`config.mk`:
```
export PLATFORM = sky130hd
export DESIGN_NAME = mac_tap_sequencer
export DESIGN_NICKNAME = d
export VERILOG_FILES = /design/src/rtl/mac_tap_sequencer.sv
export SDC_FILE = /design/constraint.sdc
export NUM_CORES = 1
export LEC_CHECK = 0
export CORE_MARGIN = 5
export CORE_UTILIZATION = 55
export CTS_BUF_LIST = sky130_fd_sc_hd__clkbuf_8
export DETAILED_ROUTE_END_ITERATION = 8
export PLACE_DENSITY = 0.84
export SYNTH_ARGS = -nofsm -noshare
export SYNTH_HDL_FRONTEND = slang
export SYNTH_SLANG_ARGS = --single-unit
```
`constraint.sdc`:
```
create_clock -name clk -period 3.6 [get_ports clk]
set_input_delay 0.72 -clock clk [delete_from_list [all_inputs] [get_ports clk]]
set_output_delay 0.72 -clock clk [all_outputs]
set_load 0.05 [all_outputs]
```
`src/rtl/mac_tap_sequencer.sv`:
```
// Tap sequencer for the FP32 MAC datapath: clear, per-tap LD_coeff/LD_signal, drain, done.
// Optional `abort` input is compiled in when MAC_SEQ_ABORT_EN is defined.
module mac_tap_sequencer #(
    parameter int TAP_W   = 8,
    parameter int ADDR_W  = 8,
    parameter int MAC_LAT = 3
) (
    input  logic              clk,
    input  logic              rst,
`ifdef MAC_SEQ_ABORT_EN
    input  logic              abort,
`endif
    input  logic              start,
    input  logic [TAP_W-1:0]  num_taps,
    output logic [ADDR_W-1:0] coeff_addr,
    output logic [ADDR_W-1:0] signal_addr,
    output logic              LD_coeff,
    output logic              LD_signal,
    output logic              rstc_n,
    output logic              busy,
    output logic              done
);

    localparam int CNT_W = (MAC_LAT > 1) ? $clog2(MAC_LAT) : 1;

    typedef enum logic [2:0] {
        IDLE  = 3'd0,
        CLEAR = 3'd1,
        LD_C  = 3'd2,
        LD_S  = 3'd3,
        DRAIN = 3'd4,
        DONE  = 3'd5
    } state_t;

    state_t             state, state_next;
    logic [TAP_W-1:0]   idx, idx_next;
    logic [TAP_W-1:0]   n_reg, n_next;
    logic [CNT_W-1:0]   cnt, cnt_next;

    // Command handshake: start is a strobe honoured only in IDLE (busy=0);
    // while busy it is dropped, never queued. num_taps is captured on acceptance.
    always_comb begin
        state_next = state;
        idx_next   = idx;
        n_next     = n_reg;
        cnt_next   = cnt;
        case (state)
            IDLE: begin
                if (start) begin
                    n_next     = num_taps;
                    idx_next   = '0;
                    state_next = CLEAR;
                end
            end
            CLEAR: begin
                idx_next   = '0;
                state_next = (n_reg != '0) ? LD_C : DONE;
            end
            LD_C: state_next = LD_S;
            LD_S: begin
                if (idx == n_reg - TAP_W'(1)) begin
                    cnt_next   = '0;
                    state_next = DRAIN;
                end else begin
                    idx_next   = idx + TAP_W'(1);
                    state_next = LD_C;
                end
            end
            DRAIN: begin
                if (cnt == CNT_W'(MAC_LAT - 1)) begin
                    state_next = DONE;
                end else begin
                    cnt_next = cnt + CNT_W'(1);
                end
            end
            DONE:    state_next = IDLE;
            default: state_next = IDLE;
        endcase
`ifdef MAC_SEQ_ABORT_EN
        // Abort wins over every transition but leaves the address where it is.
        if (abort && state != IDLE) begin
            state_next = IDLE;
            idx_next   = idx;
        end
`endif
    end

    // Strobes are registered decodes of the next state so they line up with it.
    always_ff @(posedge clk or posedge rst) begin
        if (rst) begin
            state     <= IDLE;
            idx       <= '0;
            n_reg     <= '0;
            cnt       <= '0;
            LD_coeff  <= 1'b0;
            LD_signal <= 1'b0;
            rstc_n    <= 1'b0;
            busy      <= 1'b0;
            done      <= 1'b0;
        end else begin
            state     <= state_next;
            idx       <= idx_next;
            n_reg     <= n_next;
            cnt       <= cnt_next;
            LD_coeff  <= (state_next == LD_C);
            LD_signal <= (state_next == LD_S);
            rstc_n    <= (state_next != CLEAR);
            busy      <= (state_next != IDLE);
            done      <= (state_next == DONE);
        end
    end

    assign coeff_addr  = ADDR_W'(idx);
    assign signal_addr = ADDR_W'(idx);

endmodule

```
==> results of run 1 <==
[critical path: stages (launching register included)]
cell	delay, ps
dfrtp_1	440
inv_1	90
ha_1	310
o21bai_1	200
a211oi_1	240
o21bai_1	100
nor2b_2	180
o41ai_2	810
or3_2	240
a21oi_1	60
[cells in the mapped netlist (2+ instances only)]
library cell  number
a21oi_1            8
and3_1             2
buf_4              9
buf_6              2
clkbuf_1           4
dfrtp_1           26
ha_1               3
inv_1              6
mux2_2             6
nand2_1            8
nand2b_1           3
nand3_1            3
nand3b_1           3
nand4_1            2
nor2_1            15
nor2b_1            3
nor3_1             4
nor4_1             2
o21ai_0           12
o21ai_1            2
o21bai_1           3
o31ai_1            3
or3_2              2
xnor2_1            5
xor2_1             5
[cells by family (layout without fill, tap and decap cells)]
group	after synthesis	in the layout	synth area share [%]
compound gates	34	34	13.9
xor+xnor	10	10	5.70
fa+ha+maj	3	3	2.45
buf+inv	22	41	8.64
flops	26	26	42.4
mux	7	7	5.05
simple gates	59	59	21.9
[final timing paths]
| kind | depth (start not counted) | slack (ps) | start | to |
|---|---|---|---|---|
| setup reg to reg | 9 | 800 | n_reg[0] | coeff_addr[7] |
| min in group asynchronous | 2 | 960 | rst | n_reg[7] |
| hold reg to reg | 1 | 500 | cnt[0] | cnt[0] |
| setup / recovery | 9 | 800 | n_reg[0] | coeff_addr[7] |
| max in group asynchronous | 2 | 2050 | rst | state[1] |
| hold / removal | 1 | 500 | cnt[0] | cnt[0] |
[where the power goes]
part / internal [W] / switching [W] / leakage (nW)
Clock: 0.0000750 / 0.0000869 / 0.0216
Combinational: 0.000310 / 0.000453 / 0.388
Sequential: 0.000383 / 0.000153 / 0.324
Total: 0.000768 / 0.000693 / 0.734
[through the flow]
| stage | instance area, µm² | utilization (%) | hold slack (ps) |
|---|---|---|---|
| 2_1_floorplan | 1540 | - | 459 |
| 3_3_place_gp | 1790 | 66.0 | 477 |
| 3_5_place_dp | 1790 | 66.0 | 486 |
| 4_1_cts | 1830 | 67.5 | 499 |
| 5_1_grt | 1830 | 67.5 | 529 |
| 6_report | 1830 | 67.5 | 499 |
[layout make-up]
class	count	area, µm²	area share (%)
tap	31	38.8	2.12
timing repair buffer	32	318	17.4
multi-input combinational	113	758	41.5
inverter	6	22.5	1.23
clock buffer	3	41.3	2.26
sequential	26	651	35.6
[metal layers]
metal | GRT usage [%] | vias to the layer above | wire, µm
li1 | - | 593 | -
met1 | 18.7 | 572 | 1310
met2 | 29.1 | 47 | 1550
met3 | 3.96 | 11 | 192
met4 | 8.49 | 0 | 95
met5 | 0 | - | 0
==> results_dict.tcl, run 1 <==
set metrics [dict create \
    syn2layout_area_growth_pct 19.2 \
    p_leak_nw 0.734 \
    cts_buffers 3 \
    nNetsFinal 196 \
    vias 1223 \
    min_period_ps 2800 \
    grt_usage_pct 16.7 \
    grt_pass1_wl_um 5390 \
    drt_iter0_drc 36 \
    n_antenna_cell 0 \
    clock_sinks 26 \
    tns_ps 0 \
    core_um2 2710 \
    dieArea_um2 3950 \
    port_buffers 31 \
    netlist_area_um2 1540 \
    ys_warn_count 0 \
    end_kind "register" \
    synthTopCellsByArea "dfrtp_1, buf_4, mux2_2, o21ai_0, nor2_1" \
    hold_viol_final 0 \
    rsz0062_at_grt "false" \
    start_util_pct 56.6 \
    yosysUniqueCellTypes 45 \
    drive_gt1_share_pct 11.1 \
    dp.cells 208 \
    finalClockSkew_ps 3.12 \
    cts_tree "yes" \
    synth_nets 175 \
    rows 19 \
    firstDrtPassIters 4 \
    ys_seq_area_share_pct 42.4 \
    dp_hpwl_um 2310 \
    pin_count 32 \
    cts_hold_buf 0 \
    synth_edf_count 0 \
    ir_drop_v 0.000547 \
    pre_cts_slack_ps 878 \
    mostFrequentLayoutCell "clkdlybuf4s50_1" \
    n_fill_cell 229 \
    avgRoutedWirePerCell_um 14.9 \
    post_cts_buffers 0 \
    avgSynthCellArea_um2 9.54 \
    instances_no_fill 211 \
    grt_max_degree 27 \
    yosysTopAreaCell "dfrtp_1" \
    cts_htree_levels 1 \
    powerDensity_nw_per_um2 799 \
    die_h_um 62.8 \
    critPathLaunchType "register" \
    status "complete, no violations" \
    total_power_w 0.00146 \
    grt_overflow 0 \
    drv_cap 0 \
    cp.required_ps 3740 \
    antenna_found_initial 0 \
    gp_congestion 0.832 \
    clk_latency_ps 270 \
    synth_async_sr_flop_share_pct 100 \
    fmax_ghz 0.357 \
    drc 0 \
    routed_via_density 5.80 \
    cts.clk_slew.worst_paths_ps 90 \
    slew_headroom_pct 36.1 \
    antenna_left 0 \
    setup_viol 0 \
    synthCells 161 \
    ys_ff_latch 26 \
    worst-setup-path-type "register to register" \
    slew_viol_final 0 \
    worstPathArrival_ps 2940 \
    routed_wl_um 3150 \
    cts_resized 0 \
    cts_buffer_depth 2 \
    die_w_um 62.8 \
    tightest_slew_ps 958 \
    layout_common_cells "clkdlybuf4s50_1, dfrtp_1, nor2_1" \
    grt_pass1_vias 1239 \
    fin_crit_sh_pct 77.8 \
    clock-root-buffer "clkbuf_8" \
    synth_top_area_share_pct 42.4 \
    worstPathMaxFanout 12 \
    min_path_type "register to register" \
    setup_slack_ps 801 \
    synth_ff_type "dfrtp_1" \
]
(Power assumes the default switching activity.)
==> inputs of run 2 (changes only) <==
--- a/config.mk
+++ b/config.mk
@@ -6,10 +6,10 @@
 export NUM_CORES = 1
 export LEC_CHECK = 0
 export CORE_MARGIN = 5
-export CORE_UTILIZATION = 55
+export CORE_UTILIZATION = 47
 export CTS_BUF_LIST = sky130_fd_sc_hd__clkbuf_8
 export DETAILED_ROUTE_END_ITERATION = 8
-export PLACE_DENSITY = 0.84
+export PLACE_DENSITY = 0.76
 export SYNTH_ARGS = -nofsm -noshare
 export SYNTH_HDL_FRONTEND = slang
 export SYNTH_SLANG_ARGS = --single-unit
==> constraint.sdc (replaced) <==
create_clock -name clk -period 2.3 [get_ports clk]
set_input_delay 0.46 -clock clk [delete_from_list [all_inputs] [get_ports clk]]
set_output_delay 0.46 -clock clk [all_outputs]
set_load 0.05 [all_outputs]
==> run 2 against run 1 <==
Net effect:
- cell count grew 12%
- design area grew 11%
- clock power grew 140%
- non-clock buffer count grew 11
- critical endpoint is now coeff_addr[6]
- largest power group unchanged
==> results_dict.tcl, run 2 (synthesis results as in run 1) <==
set metrics [dict create \
    status "complete, no violations" \
    grt_usage_pct 15.3 \
    worstPathArrival_ps 2450 \
    drc 0 \
    slew_viol_final 0 \
    worstPathMaxFanout 6 \
    drv_cap 0 \
    antenna_left 0 \
    avgRoutedWirePerCell_um 14.1 \
    cts_buffer_depth 2 \
    end_kind "register" \
    rows 20 \
    p_clk_share_pct 14.3 \
    min_period_ps 2240 \
    firstDrtPassIters 4 \
    finalClockSkew_ps 2.06 \
    routed_wl_um 3320 \
    clock_sinks 26 \
    p_seq_share_pct 31.0 \
    grt_max_degree 27 \
    instances_no_fill 236 \
    grt_pass1_wl_um 5310 \
    dp_hpwl_um 2330 \
    powerDensity_nw_per_um2 1320 \
    grt_overflow 0 \
    cts_htree_levels 1 \
    antenna_found_initial 0 \
    drive_gt1_share_pct 20.8 \
    pwr-share-comb_pct 54.7 \
    n_antenna_cell 0 \
    slew_headroom_pct 66.3 \
    power.share.switching_pct 44.7 \
    p_int_w 0.00148 \
    fmax_ghz 0.446 \
    ir_drop_v 0.000616 \
    hold_viol_final 0 \
    cts.clk_slew.worst_paths_ps 90 \
    start_util_pct 49.5 \
    mostFrequentLayoutCell "clkdlybuf4s50_1" \
    layout_common_cells "clkdlybuf4s50_1, dfrtp_1, nor2_1" \
    worst-setup-path-type "register to register" \
    routed_via_density 5.36 \
    syn2layout_area_growth_pct 32.0 \
    die_w_um 67.2 \
    cts_buffers 3 \
    placed_area_um2 1860 \
    dp.cells 229 \
    cts_tree "yes" \
    nNetsFinal 207 \
    drt_iter0_drc 39 \
    cts_hold_buf 0 \
    setup_viol 0 \
    gp_congestion 0.853 \
    rsz0062_at_grt "true" \
    core_um2 3100 \
    critPathLaunchType "register" \
    p_leak_nw 0.815 \
    fin_crit_sh_pct 97.5 \
    tightest_slew_ps 504 \
    vias 1265 \
    port_buffers 31 \
    cp.required_ps 2500 \
    clk_latency_ps 270 \
    p_switching_w 0.00120 \
    min_path_type "register to register" \
    grt_pass1_vias 1196 \
    dieArea_um2 4510 \
    clock-root-buffer "clkbuf_8" \
    tns_ps 0 \
    fin_area_um2 2030 \
    die_h_um 67.2 \
    pin_count 32 \
]
[run 2: per-stage QoR]
step           setup WS, ps  hold WS (ps)  util, %  power [W]
2_1_floorplan          50.2           459        -    0.00176
3_3_place_gp           91.5           478     60.1    0.00205
3_5_place_dp           12.4           492     60.1    0.00210
6_report               58.6           507     65.3    0.00268
4_1_cts                20.8           510     63.1    0.00255
5_1_grt               -50.9           539     65.3    0.00285
[run 2: path summary, 6_finish.rpt]
check                          from            end  slack (ps)  cells past startpoint
setup / recovery           n_reg[3]  coeff_addr[6]          60                      7
hold / removal               cnt[0]         cnt[0]         510                      1
setup reg to reg           n_reg[3]  coeff_addr[6]          60                      7
hold reg to reg              cnt[0]         cnt[0]         510                      1
max in group asynchronous       rst       n_reg[3]        1500                      3
min in group asynchronous       rst  coeff_addr[1]         540                      3
[run 2: power groups by stage]
stage | Clock, W | Combinational [W] | Sequential (W)
final | 0.000385 | 0.00147 | 0.000831
after detailed placement | 0 | 0.00128 | 0.000820
after global routing | 0.000411 | 0.00157 | 0.000868
after floorplan | 0 | 0.000854 | 0.000910
after global placement | 0 | 0.00124 | 0.000808
after CTS | 0.000393 | 0.00134 | 0.000814
[run 2: metal layers]
metal	up-vias	global-route usage [%]	share of wire, %
met5	-	0	0
met4	0	6.08	1.3
met3	4	2.66	5.8
met2	46	27.4	50
met1	595	18.1	43
li1	620	-	-
[run 2: final cells by class]
type,count,area [µm²]
Sequential cell,26,652
Timing Repair Buffer,43,402
Tap cell,44,55.1
Clock inverter,1,30.0
Multi-Input combinational cell,113,825
Clock buffer,3,41.3
Inverter,6,22.5
Fill cell,263,1080
[run 2: worst max-delay path: stages (launching register included)]
cell and delay (ps):
dfrtp_2 480, nor4_4 380, a211oi_1 130, o21bai_1 180, nor2b_4 220, o41ai_4 90
or4_1 520, a21oi_1 160
[run 2: timing repair]
item                                   4_1_cts  5_1_grt
endpoints found under the hold margin        0        0
pin swaps                                    0        3
resized for setup                            3       15
gates cloned                                 1        0
setup buffers                                0        2
setup endpoints to repair                    2       10
==> inputs of run 3 (changes only) <==
--- a/config.mk
+++ b/config.mk
@@ -5,9 +5,11 @@
 export SDC_FILE = /design/constraint.sdc
 export NUM_CORES = 1
 export LEC_CHECK = 0
+export CAP_MARGIN = 20
 export CORE_MARGIN = 5
 export CORE_UTILIZATION = 47
 export CTS_BUF_LIST = sky130_fd_sc_hd__clkbuf_8
+export CTS_CLUSTER_DIAMETER = 120
 export DETAILED_ROUTE_END_ITERATION = 8
 export PLACE_DENSITY = 0.76
 export SYNTH_ARGS = -nofsm -noshare
==> results of run 3 <==
The final DEF is identical to that of run 2; final timing and power are the same.
